File: src/rtl/kernal_rom_arbiter.sv
`default_nettype none
// +--------------------------------------------------------------------------+
// | kernal_rom_arbiter: shares the single-port KERNAL ROM between the CPU     |
// | fetch port and the video charset port; pipelined, one access per cycle.   |
// | Revision: 1.0                                                             |
// +--------------------------------------------------------------------------+
module kernal_rom_arbiter #(
  parameter int unsigned CPU_MAX_WAIT = 4,
  parameter logic [11:0] CHARSET_BASE = 12'h400
) (
  input  logic        clk,
  input  logic        rst,
  input  logic        cpu_req,
  input  logic [11:0] cpu_addr,
  output logic        cpu_gnt,
  output logic [31:0] cpu_rdata,
  output logic        cpu_rvalid,
  input  logic        vid_req,
  input  logic [7:0]  vid_idx,
  output logic        vid_gnt,
  output logic [31:0] vid_rdata,
  output logic        vid_rvalid,
  output logic [11:0] rom_addr,
  input  logic [31:0] rom_data
);

  localparam logic [3:0] c_max_wait = 4'(CPU_MAX_WAIT);

  logic [3:0] r_wait_cnt;
  logic       r_s1_valid;
  logic       r_s1_cpu;
  logic       r_s2_valid;
  logic       r_s2_cpu;
  logic       w_cpu_win;
  logic       w_vid_win;

  // Video has fixed priority unless the CPU has already lost c_max_wait contests.
  always_comb begin
    w_cpu_win = 1'b0;
    w_vid_win = 1'b0;
    if (rst) begin
      if (cpu_req && (!vid_req || (r_wait_cnt >= c_max_wait))) begin
        w_cpu_win = 1'b1;
      end else if (vid_req) begin
        w_vid_win = 1'b1;
      end
    end
  end

  assign cpu_gnt = w_cpu_win;
  assign vid_gnt = w_vid_win;

  always_ff @(posedge clk) begin
    if (!rst) begin
      r_wait_cnt <= 4'd0;
      rom_addr   <= 12'd0;
      r_s1_valid <= 1'b0;
      r_s1_cpu   <= 1'b0;
      r_s2_valid <= 1'b0;
      r_s2_cpu   <= 1'b0;
      cpu_rdata  <= 32'd0;
      cpu_rvalid <= 1'b0;
      vid_rdata  <= 32'd0;
      vid_rvalid <= 1'b0;
    end else begin
      if (w_vid_win && cpu_req) begin
        if (r_wait_cnt < c_max_wait) begin
          r_wait_cnt <= r_wait_cnt + 4'd1;
        end
      end else begin
        r_wait_cnt <= 4'd0;
      end

      if (w_cpu_win) begin
        rom_addr <= cpu_addr;
      end else if (w_vid_win) begin
        rom_addr <= CHARSET_BASE | {4'b0000, vid_idx};
      end

      // The ROM registers the address, so data for a stage-2 tag is on rom_data now.
      r_s1_valid <= w_cpu_win | w_vid_win;
      r_s1_cpu   <= w_cpu_win;
      r_s2_valid <= r_s1_valid;
      r_s2_cpu   <= r_s1_cpu;

      cpu_rvalid <= r_s2_valid & r_s2_cpu;
      vid_rvalid <= r_s2_valid & ~r_s2_cpu;
      if (r_s2_valid && r_s2_cpu) begin
        cpu_rdata <= rom_data;
      end
      if (r_s2_valid && !r_s2_cpu) begin
        vid_rdata <= rom_data;
      end
    end
  end

endmodule
`default_nettype wire

File: config.mk
export PLATFORM = sky130hd
export DESIGN_NAME = kernal_rom_arbiter
export DESIGN_NICKNAME = d
export VERILOG_FILES = /design/src/rtl/kernal_rom_arbiter.sv
export SDC_FILE = /design/constraint.sdc
export NUM_CORES = 1
export LEC_CHECK = 0
export ABC_AREA = 1
export BUFFER_PORTS_ARGS = -buffer_cell sky130_fd_sc_hd__buf_2
export CORE_UTILIZATION = 50
export DETAILED_ROUTE_END_ITERATION = 8
export PLACE_DENSITY = 0.87
export SLEW_MARGIN = 20
export SYNTH_ARGS = -nofsm -noshare
export SYNTH_HDL_FRONTEND = slang
export SYNTH_SLANG_ARGS = --single-unit
export TNS_END_PERCENT = 20
File: constraint.sdc
create_clock -name clk -period 3.25 [get_ports clk]
set_input_delay 0.4875 -clock clk [delete_from_list [all_inputs] [get_ports clk]]
set_output_delay 0.4875 -clock clk [all_outputs]
set_load 0.05 [all_outputs]
==> flow_metrics.env <==
export IMPL_ant_nets=0
export IMPL_row_count=28
export IMPL_drc=0
export IMPL_ys_top_cells_by_area="dfxtp_1, nor2_1, o21ai_0"
export IMPL_wire_per_inst_um=12.0
export IMPL_synth_fp_nets=451
export IMPL_combPwrFrac_pct=15.4
export IMPL_yosys_warnings=0
export IMPL_cts_sinks=86
export IMPL_die_x_um=81.1
export IMPL_layout_drive_gt1_share_pct=31.0
export IMPL_cts_max_path_buffers=2
export IMPL_avgSynthCellArea_um2=7.94
export IMPL_area_growth_pct=28.5
export IMPL_finalClockSkew_ns=0.0111
export IMPL_first_pass_iters=4
export IMPL_finalHoldViolations=0
export IMPL_synth_most_common_cell="nor2_1"
export IMPL_synth_distinct_cells=22
export IMPL_cp_max_fo=33
export IMPL_tns_ns=0
export IMPL_cp_data_arrival_time_ns=1.67
export IMPL_synth_top_area_share_pct=55.0
export IMPL_maxSlewHeadroom_pct=32.9
export IMPL_grt_first_pass_wirelength_mm=11.5
export IMPL_io_buffer_count=135
export IMPL_io_pins=136
export IMPL_pre_cts_ws_ns=1.11
export IMPL_dieArea_um2=6580
export IMPL_drt_iter0_drc=89
export IMPL_globalRouteOverflowTotal=0
export IMPL_synth_edf_count=0
export IMPL_dpl_hpwl_mm=5.01
export IMPL_fmax_ghz=0.463
export IMPL_diodes=0
export IMPL_hold_end="rom_addr[11]"
export IMPL_crit_path_max_incr_delay_ns=0.41
export IMPL_root_buffer="clkbuf_8"
export IMPL_min_path_cells=3
export IMPL_cts_htree_levels=3
export IMPL_maxCapViolations=0
export IMPL_ir_drop_v=0.000341
export IMPL_postCtsSetupBuffers=0
export IMPL_grt_max_degree=56
export IMPL_switching_share_pct=28.3
export IMPL_grt_pass1_vias=2630
export IMPL_die_y_um=81.1
export IMPL_antenna_found_initial=0
export IMPL_cp_common_cell="buf_2"
export IMPL_vias_per_cell=4.85
export IMPL_hold_start="cpu_addr[11]"
export IMPL_outcome="finished clean"
export IMPL_worst_slew_pin_slew_ns=1.01
export IMPL_ys_seq_area_share_pct=55.0
export IMPL_cp_start_kind="input port"
export IMPL_crit_type="input port to primary output"
export IMPL_p_clk_share_pct=36.5
export IMPL_internal_power_w=0.00167
export IMPL_reg2reg_depth=4
export IMPL_yosys_area_top_type="dfxtp_1"
export IMPL_fin_util_pct=67.1
export IMPL_rsz0062_at_grt="no"
export IMPL_r2r_start="r_s2_cpu"
export IMPL_slowest_stage="buf_2"
export IMPL_period_minus_slack_ns=2.16
export IMPL_finalNetCount=575
export IMPL_finalCritPeriodShare_pct=66.5
export IMPL_power_leakage_nw=2.07
export IMPL_grtUsageTotal_pct=22.7
export IMPL_netlist_area_um2=3130
export IMPL_timing_hold_ws_ns=0.353
export IMPL_r2r_end="cpu_rdata[25]"
export IMPL_crit_path_end_kind="primary output"
export IMPL_clk_latency_ns=0.35
export IMPL_hold_class="input port to flip-flop"
export IMPL_cts_tree="built"
export IMPL_maxSlewViolCount=0
export IMPL_core_um2=5990
export IMPL_finalSetupViolCount=0
export IMPL_netlist_instances=394
export IMPL_setup_slack_ns=1.09
export IMPL_place_congestion=0.758
export IMPL_synthArstFlopShare_pct=0
export IMPL_postCtsHoldBufs=0
export IMPL_synth_seq_cells=86
export IMPL_worstPathRequired_ns=2.76
export IMPL_p_switching_w=0.000660
export IMPL_ys_flop_type="dfxtp_1"
export IMPL_pwr_share_seq_pct=48.1
export IMPL_start_util_pct=52.2
export IMPL_cts_repair_resized=0
export IMPL_vias=2903
export IMPL_numCtsBuffers=9
export IMPL_clk_pin_slew_ns=0.08
export IMPL_synth_top_cells_by_count="nor2_1, dfxtp_1, o21ai_0, nand2_1"
export IMPL_wirelength_mm=7.20
export IMPL_crit_chain="buf_2 > nand3_2 > inv_1 > buf_2"
export IMPL_ff2ff_setup_slack_ns=1.79
export IMPL_power_density_nw_per_um2=580
power by group through the flow:
stage               Clock (W)  Combinational [W]  Sequential, W
CTS                  0.000867           0.000360        0.00112
finish               0.000851           0.000359        0.00112
floorplan                   0           0.000112        0.00130
global placement            0           0.000353        0.00115
global route         0.000908           0.000388        0.00113
detailed placement          0           0.000360        0.00115
area by class of cell:
| type | count | area [µm²] |
|---|---|---|
| Timing Repair Buffer | 138 | 698 |
| Sequential cell | 86 | 1720 |
| Fill cell | 515 | 1970 |
| Clock inverter | 4 | 77.6 |
| Tap cell | 75 | 93.8 |
| Clock buffer | 12 | 155 |
| Inverter | 17 | 63.8 |
| Multi-Input combinational cell | 266 | 1210 |
metal layers:
| layer | track usage [%] | share of wire [%] | wire, µm | vias up |
|---|---|---|---|---|
| met1 | 25.3 | 43 | 3080 | 1271 |
| li1 | - | - | - | 1502 |
| met2 | 40.1 | 48 | 3460 | 113 |
| met3 | 6.29 | 6.9 | 498 | 17 |
| met4 | 9.82 | 2.2 | 157 | 0 |
| met5 | 0 | 0 | 0 | - |
worst max-delay path: cells and delay by family:
family,cells,cell delay (ns)
buffers and inverters,3,0.88
AND/OR/NAND/NOR,1,0.31
worst max path at each step:
stage	cells past startpoint	endpoint	start	slack [ns]
final	4	cpu_gnt	rst	1.09
after floorplan	4	vid_gnt	cpu_req	1.68
after CTS	4	cpu_gnt	rst	1.12
after global routing	4	cpu_gnt	rst	0.97
after global placement	4	cpu_gnt	rst	1.17
after detailed placement	4	cpu_gnt	rst	1.11
state kept, by name, indices dropped and copies added (netlist names), 4 cells and up:
name        count
rom_addr       12
r_wait_cnt      4
cpu_rdata      32
vid_rdata      32
per-stage QoR:
stage,power (W),cell area (µm²),std cells
after CTS,0.00235,4020,598
after global routing,0.00242,4020,598
after global placement,0.00150,3790,582
final,0.00233,4020,598
after detailed placement,0.00151,3790,582
after floorplan,0.00141,3130,394
placed cells by master (no fill, tap or decap), types with 2 or more instances in the layout:
| cell | Yosys | final |
|---|---|---|
| nand3_1 | 9 | 9 |
| o21ai_0 | 68 | 68 |
| nor2_1 | 134 | 133 |
| dfxtp_1 | 86 | 86 |
| clkbuf_8 | 0 | 11 |
| buf_2 | 16 | 135 |
| nand2_2 | 3 | 3 |
| nand2_1 | 26 | 26 |
| buf_4 | 2 | 3 |
| inv_1 | 16 | 16 |
| o21a_1 | 9 | 9 |
| bufinv_16 | 0 | 2 |
| nor2_4 | 2 | 2 |
| nand4_1 | 8 | 8 |
cell families after synthesis:
logic type,after synthesis,synth area share (%)
AND/OR/NAND/NOR,184,24.2
flip-flops,86,55.0
AO/OA/AOI/OAI,78,13.2
buffers and inverters,42,6.40
adder cells (fa/ha/maj),1,0.400
other,1,0.120
XOR/XNOR,1,0.280
multiplexers,1,0.320
Power figures use the tool's default switching activity.
